==> src/rtl/bram_scan_pkg.sv <==
// Shared types for the BRAM scan address generator.
// Scan modes, FSM states and the registered output beat.
package bram_scan_pkg;

  localparam int SCAN_MAX_W  = 120;
  localparam int SCAN_MAX_H  = 240;
  localparam int SCAN_ADDR_W = $clog2(SCAN_MAX_W * SCAN_MAX_H);

  typedef enum logic [1:0] {
    H_FWD = 2'd0,
    H_REV = 2'd1,
    V_FWD = 2'd2,
    V_REV = 2'd3
  } scan_dir_e;

  typedef enum logic [1:0] {
    IDLE  = 2'd0,
    SETUP = 2'd1,
    RUN   = 2'd2,
    DONE  = 2'd3
  } scan_state_e;

  // Address field is sized from the package default geometry.
  typedef struct packed {
    logic [SCAN_ADDR_W-1:0] addr;
    logic                   line_first;
    logic                   line_last;
    logic                   frame_last;
  } addr_beat_t;

  // Vertical modes walk columns; horizontal modes walk rows.
  function automatic logic is_vert(scan_dir_e d);
    return d[1];
  endfunction

endpackage

==> src/rtl/scan_rc_counter.sv <==
// Line-index / line-count tracker for the scan generator.
// Ports: load (restart at 0,0), step (one beat), vert, width, height;
// outputs current line count and decode of the next position.
module scan_rc_counter
  import bram_scan_pkg::*;
#(
  parameter  int MAX_WIDTH  = SCAN_MAX_W,
  parameter  int MAX_HEIGHT = SCAN_MAX_H,
  localparam int WW = $clog2(MAX_WIDTH + 1),
  localparam int HW = $clog2(MAX_HEIGHT + 1),
  localparam int CW = (WW > HW) ? WW : HW
) (
  input  logic          clk,
  input  logic          reset,
  input  logic          load,
  input  logic          step,
  input  logic          vert,
  input  logic [WW-1:0] width,
  input  logic [HW-1:0] height,
  output logic [CW-1:0] line_cnt,
  output logic          nxt_first,
  output logic          nxt_last,
  output logic          nxt_frame_last
);

  logic [CW-1:0] idx_q;
  logic [CW-1:0] cnt_q;
  logic [CW-1:0] idx_d;
  logic [CW-1:0] cnt_d;
  logic [CW-1:0] len;
  logic [CW-1:0] lines;
  logic [CW-1:0] len_m1;
  logic [CW-1:0] lines_m1;

  // A line is a row in H modes and a column in V modes.
  assign len      = vert ? CW'(height) : CW'(width);
  assign lines    = vert ? CW'(width)  : CW'(height);
  assign len_m1   = len - CW'(1);
  assign lines_m1 = lines - CW'(1);

  always_comb begin
    idx_d = idx_q;
    cnt_d = cnt_q;
    if (load) begin
      idx_d = '0;
      cnt_d = '0;
    end else if (step) begin
      if (idx_q == len_m1) begin
        idx_d = '0;
        cnt_d = cnt_q + CW'(1);
      end else begin
        idx_d = idx_q + CW'(1);
      end
    end
  end

  // Flags describe the beat the top registers alongside idx_d/cnt_d.
  assign nxt_first      = (idx_d == '0);
  assign nxt_last       = (idx_d == len_m1);
  assign nxt_frame_last = nxt_last && (cnt_d == lines_m1);
  assign line_cnt       = cnt_q;

  always_ff @(posedge clk or posedge reset) begin
    if (reset) begin
      idx_q <= '0;
      cnt_q <= '0;
    end else begin
      idx_q <= idx_d;
      cnt_q <= cnt_d;
    end
  end

endmodule

==> src/rtl/bram_scan_addr_gen.sv <==
// Runtime-configurable BRAM frame scan address generator.
// Ports: start/dir/cfg_*/frame_base in; addr beat with valid/ready,
// line/frame flags, busy, done pulse and cfg_err out.
module bram_scan_addr_gen
  import bram_scan_pkg::*;
#(
  parameter  int MAX_WIDTH  = SCAN_MAX_W,
  parameter  int MAX_HEIGHT = SCAN_MAX_H,
  parameter  int ADDR_W     = $clog2(MAX_WIDTH * MAX_HEIGHT),
  localparam int WW = $clog2(MAX_WIDTH + 1),
  localparam int HW = $clog2(MAX_HEIGHT + 1),
  localparam int CW = (WW > HW) ? WW : HW
) (
  input  logic              clk,
  input  logic              reset,
  input  logic              start,
  input  logic [1:0]        dir,
  input  logic [WW-1:0]     cfg_width,
  input  logic [HW-1:0]     cfg_height,
  input  logic [ADDR_W-1:0] frame_base,
  output logic              addr_valid,
  input  logic              addr_ready,
  output logic [ADDR_W-1:0] addr,
  output logic              line_first,
  output logic              line_last,
  output logic              frame_last,
  output logic              busy,
  output logic              done,
  output logic              cfg_err
);

  localparam logic [WW-1:0] W_MAX = WW'(MAX_WIDTH);
  localparam logic [HW-1:0] H_MAX = HW'(MAX_HEIGHT);

  scan_state_e       state_q;
  scan_dir_e         dir_q;
  logic [WW-1:0]     w_q;
  logic [HW-1:0]     h_q;
  logic [ADDR_W-1:0] base_q;
  logic [ADDR_W-1:0] off_q;
  addr_beat_t        beat_q;
  logic              valid_q;
  logic              busy_q;
  logic              done_q;
  logic              err_q;

  logic              hs;
  logic              cfg_bad;
  logic              ld;
  logic              stp;
  logic [WW+HW-1:0]  prod;
  logic [ADDR_W-1:0] w_a;
  logic [ADDR_W-1:0] col1;
  logic [ADDR_W-1:0] first_addr;
  logic [ADDR_W-1:0] addr_nx;
  logic [CW-1:0]     line_cnt;
  logic              nf;
  logic              nl;
  logic              nfl;

  assign hs  = valid_q & addr_ready;
  assign ld  = (state_q == SETUP);
  assign stp = (state_q == RUN) & hs;

  assign cfg_bad = (cfg_width == '0) || (cfg_height == '0) ||
                   (cfg_width > W_MAX) || (cfg_height > H_MAX);

  // Single multiplier, used only while in SETUP.
  assign prod = (WW+HW)'(h_q - HW'(1)) * (WW+HW)'(w_q);

  assign w_a  = ADDR_W'(w_q);
  assign col1 = ADDR_W'(line_cnt) + ADDR_W'(1);

  always_comb begin
    first_addr = base_q;
    unique case (dir_q)
      H_FWD: first_addr = base_q;
      H_REV: first_addr = base_q + w_a - ADDR_W'(1);
      V_FWD: first_addr = base_q;
      V_REV: first_addr = base_q + ADDR_W'(prod);
    endcase
  end

  // Incremental step; line ends jump to the start of the next line.
  always_comb begin
    addr_nx = beat_q.addr;
    unique case (dir_q)
      H_FWD: addr_nx = beat_q.addr + ADDR_W'(1);
      H_REV: addr_nx = beat_q.line_last
                     ? beat_q.addr + (w_a << 1) - ADDR_W'(1)
                     : beat_q.addr - ADDR_W'(1);
      V_FWD: addr_nx = beat_q.line_last
                     ? base_q + col1
                     : beat_q.addr + w_a;
      V_REV: addr_nx = beat_q.line_last
                     ? base_q + off_q + col1
                     : beat_q.addr - w_a;
    endcase
  end

  scan_rc_counter #(
    .MAX_WIDTH  (MAX_WIDTH),
    .MAX_HEIGHT (MAX_HEIGHT)
  ) u_rc (
    .clk            (clk),
    .reset          (reset),
    .load           (ld),
    .step           (stp),
    .vert           (is_vert(dir_q)),
    .width          (w_q),
    .height         (h_q),
    .line_cnt       (line_cnt),
    .nxt_first      (nf),
    .nxt_last       (nl),
    .nxt_frame_last (nfl)
  );

  always_ff @(posedge clk or posedge reset) begin
    if (reset) begin
      state_q <= IDLE;
      dir_q   <= H_FWD;
      w_q     <= '0;
      h_q     <= '0;
      base_q  <= '0;
      off_q   <= '0;
      beat_q  <= '0;
      valid_q <= 1'b0;
      busy_q  <= 1'b0;
      done_q  <= 1'b0;
      err_q   <= 1'b0;
    end else begin
      unique case (state_q)
        IDLE: begin
          if (start) begin
            dir_q  <= scan_dir_e'(dir);
            w_q    <= cfg_width;
            h_q    <= cfg_height;
            base_q <= frame_base;
            err_q  <= cfg_bad;
            if (cfg_bad) begin
              done_q  <= 1'b1;
              state_q <= DONE;
            end else begin
              busy_q  <= 1'b1;
              state_q <= SETUP;
            end
          end
        end
        SETUP: begin
          off_q   <= ADDR_W'(prod);
          beat_q  <= '{first_addr, nf, nl, nfl};
          valid_q <= 1'b1;
          state_q <= RUN;
        end
        RUN: begin
          if (hs) begin
            if (beat_q.frame_last) begin
              beat_q  <= '0;
              valid_q <= 1'b0;
              busy_q  <= 1'b0;
              done_q  <= 1'b1;
              state_q <= DONE;
            end else begin
              beat_q <= '{addr_nx, nf, nl, nfl};
            end
          end
        end
        DONE: begin
          done_q  <= 1'b0;
          state_q <= IDLE;
        end
      endcase
    end
  end

  assign addr_valid = valid_q;
  assign addr       = beat_q.addr;
  assign line_first = beat_q.line_first;
  assign line_last  = beat_q.line_last;
  assign frame_last = beat_q.frame_last;
  assign busy       = busy_q;
  assign done       = done_q;
  assign cfg_err    = err_q;

endmodule

==> config.mk <==
export PLATFORM = sky130hd
export DESIGN_NAME = bram_scan_addr_gen
export DESIGN_NICKNAME = d
export VERILOG_FILES = /design/src/rtl/bram_scan_pkg.sv /design/src/rtl/scan_rc_counter.sv /design/src/rtl/bram_scan_addr_gen.sv
export SDC_FILE = /design/constraint.sdc
export NUM_CORES = 1
export LEC_CHECK = 0
export ABC_AREA = 1
export CAP_MARGIN = 20
export CORE_MARGIN = 1.5
export CORE_UTILIZATION = 58
export DETAILED_ROUTE_END_ITERATION = 6
export GPL_ROUTABILITY_DRIVEN = 0
export PLACE_DENSITY = 0.8
export SETUP_SLACK_MARGIN = 0.4
export SLEW_MARGIN = 15
export SYNTH_ARGS = -nofsm -noshare
export SYNTH_HDL_FRONTEND = slang
export SYNTH_SLANG_ARGS = --single-unit
==> constraint.sdc <==
create_clock -name clk -period 6.1 [get_ports clk]
set_clock_uncertainty 0.15 [all_clocks]
set_input_delay 1.83 -clock clk [delete_from_list [all_inputs] [get_ports clk]]
set_output_delay 1.83 -clock clk [all_outputs]
set_load 0.01 [all_outputs]
==> impl_metrics.csv <==
group,metric,value,unit
clock_network,cts_tree,"built",
finish,layout-drive-gt1-share,8.876,%
sta,fin_ws,-0.1023,ns
status,violations,"negative setup slack",
routing,routedWlPerCell,17.14,microns
grt,antenna_found_initial,1,
sta,min_period_over_period,101.7,%
sta,setup_viol,2,
clock_network,htreeDepth,3,
critical_path,critical_path_required,6.25,ns
routing,routed_via_density,5.833,
floorplan,die_h,154.8,microns
grt,grt_use_total,34.68,%
floorplan,initial_utilization,59.05,%
grt,grt_start_max_net_pins,48,
finish,area_growth_syn_to_layout,13.65,%
hold_path,hold_end,"done",
sta,hold_violations,0,
logic_synthesis,netlist_area,13370,sq um
critical_path,cp-start-kind,"flop",
finish,instances_no_fill,2404,
logic_synthesis,async_flop_share,100.0,%
routing,drtPass1Iterations,7,
critical_path,path_max_fanout,4,
grt,overflow,0,
logic_synthesis,yosysWarnings,0,
critical_path,cpMostUsedCell,"nand2_1",
logic_synthesis,ys_ff_latch,87,
routing,routed_wl,41190,microns
clock_network,cts.path.max_buffers,2,
critical_path,rr_worst_depth,35,
finish,fin_nets,2362,
run,cap_violations,0,
critical_path,reg2reg_to,"addr[14]",
sta,finalCriticalPeriod,6.202,ns
routing,detail_route.iter0.violations,1038,
clock_network,numClockSinks,87,
routing,drcViolationCount,0,
logic_synthesis,synth_area_per_cell,6.544,sq um
sta,slew_headroom,32.43,%
finish,final_cell_mix,"nand2_1, inv_1, nor2_1, o21ai_0, ha_1",
routing,vias,14020,
floorplan,placementRows,55,
critical_path,cp_num_buf_inv,6,
critical_path,crit_path_end_kind,"flop",
critical_path,crit_family,"adder cells",
finish,regArea,2180,sq um
critical_path,cpMaxStageDelayCell,"fa_1",
logic_synthesis,syn_nets,2292,
finish,final_common_cell,"nand2_1",
placed_design,dpl.hpwl,32310,microns
clock_network,path_clk_slew,0.08,ns
logic_synthesis,ys.flop_type,"dfrtp_1",
sta,fmax,161.2,MHz
hold_path,hold_path_class,"flop to flop",
grt,grt_pass1_vias,13550,
critical_path,cp.arrival,6.35,ns
logic_synthesis,ys_seq_area_share,16.28,%
critical_path,reg2reg_slack,-0.10,ns
floorplan,die-width,154.8,microns
floorplan,dieArea,23970,sq um
status,status,"finished, violations left",
sta,worst_pin_slew,1.012,ns
sta,maxSlewViolCount,0,
hold_path,holdCritStartpoint,"done",
floorplan,pin_count,58,
hold_path,min_path_cells,2,
critical_path,critical_path_class,"flop to flop",
floorplan,core_area,22640,sq um
critical_path,r2r_start,"h_q[2]",
sta,whs,0.3428,ns
clock_network,clock_latency,0.38,ns
placed_design,place_inst,2378,
sta,rsz0062_at_grt,"true",
clock_network,cts_made_buffers,9,
grt,grt_pass1_wl,65990,microns
placed_design,portBuffers,57,
finish,fillers,1984,
critical_path,max_stage_delay,0.55,ns
logic_synthesis,synth_edf_count,0,
logic_synthesis,ys_types,51,
routing,antenna_left,0,
clock_network,cts.root.buffer_cell,"clkbuf_16",
logic_synthesis,syn_inst,2043,
finish,multiInputGateArea,9833,sq um
-- layout make-up --
class | instances | share of cell area, %
multi-input cells | 1503 | 64.72
well taps | 285 | 2.347
inverters | 393 | 9.800
clock buffers | 10 | 1.507
clock inverters | 6 | 0.4447
repair buffers | 119 | 6.819
diodes | 1 | 0.01647
flip-flops and latches | 87 | 14.35
-- cells in the mapped netlist (3+ instances only) --
cell,count,area share (%)
o21bai_1,11,0.62
dfrtp_1,87,16
fa_1,62,9.3
o211ai_1,12,0.67
nand2_4,4,0.34
nand3b_1,4,0.22
buf_6,4,0.34
nor4_1,4,0.19
nand3_1,131,4.9
clkinv_1,3,0.084
ha_1,151,14
xor2_1,35,2.3
a31oi_1,13,0.61
o21a_1,3,0.17
o2111ai_1,5,0.33
nand2_1,398,11
buf_1,3,0.084
o21ai_0,178,6.7
o31ai_1,8,0.45
a21oi_1,151,5.7
inv_1,387,11
nor2_1,184,5.2
a22oi_1,5,0.28
nand3_2,3,0.22
nand4_1,30,1.4
o311ai_0,7,0.46
or2_2,7,0.33
buf_2,7,0.26
o221ai_1,9,0.59
nor2_4,3,0.25
nor3_1,31,1.2
clkbuf_1,45,1.3
nand2_2,12,0.56
xnor2_1,16,1.0
nor2_2,5,0.23
-- state kept, by name, summed over array words and instances, names as in the netlist, 7 cells and up --
signal	cells
addr	15
base_q	15
off_q	15
h_q	8
u_rc.idx_q	8
u_rc.line_cnt	8
w_q	7
-- worst max-delay path by stage --
| stage | endpoint | start | cells after the start |
|---|---|---|---|
| 6_report | addr[14] | h_q[2] | 35 |
| 5_1_grt | addr[14] | h_q[2] | 35 |
| 4_1_cts | addr[14] | h_q[0] | 35 |
| 3_5_place_dp | addr[14] | h_q[1] | 36 |
| 3_3_place_gp | addr[14] | h_q[1] | 36 |
| 2_1_floorplan | addr[14] | h_q[0] | 36 |
-- logic make-up (layout without fill, tap and decap cells) --
group	Yosys count	in the layout	share of synthesized area, %
AO/OA/AOI/OAI	418	418	17.46
XOR/XNOR	51	51	3.341
adder cells (fa/ha/maj)	213	213	23.42
buffers and inverters	453	528	13.07
flip-flops	87	87	16.28
other	0	1	0
AND/OR/NAND/NOR	821	821	26.42
-- tightest hold or removal path, cell delays in order, from the launching register on --
cell	delay (ns)
dfrtp_1	0.35
nand2_1	0.05
o21ai_0	0.06
-- routing by layer --
metal | part of all wire, % | wire length [microns] | global-route usage, % | up-vias
met5 | 0 | 0 | 0 | -
met4 | 4.0 | 1665 | 15.52 | 0
met3 | 8.4 | 3453 | 5.240 | 138
met2 | 48 | 19790 | 60.62 | 662
met1 | 40 | 16280 | 42.30 | 6464
li1 | - | - | - | 6759
-- timing repair --
action	in CTS	in global routing
hold buffers	0	0
setup buffers	7	2
pin swaps	21	12
endpoints found under the setup margin	6	7
resized for setup	23	31
-- per-stage QoR --
stage | TNS, ns | area, sq um | utilization, % | worst slack (ns)
floorplan | 0 | 13570 | - | 0.2448
global placement | 0 | 14620 | 64.59 | 0.09846
detailed placement | -0.1287 | 14620 | 64.59 | -0.1286
CTS | 0 | 15080 | 66.59 | 0.01626
global route | -1.783 | 15190 | 67.10 | -0.4172
finish | -0.1990 | 15190 | 67.11 | -0.1023
Power is left out: the tool's default activity adds up to more than one toggle a clock period on the data nets, which glitch-free logic cannot reach.
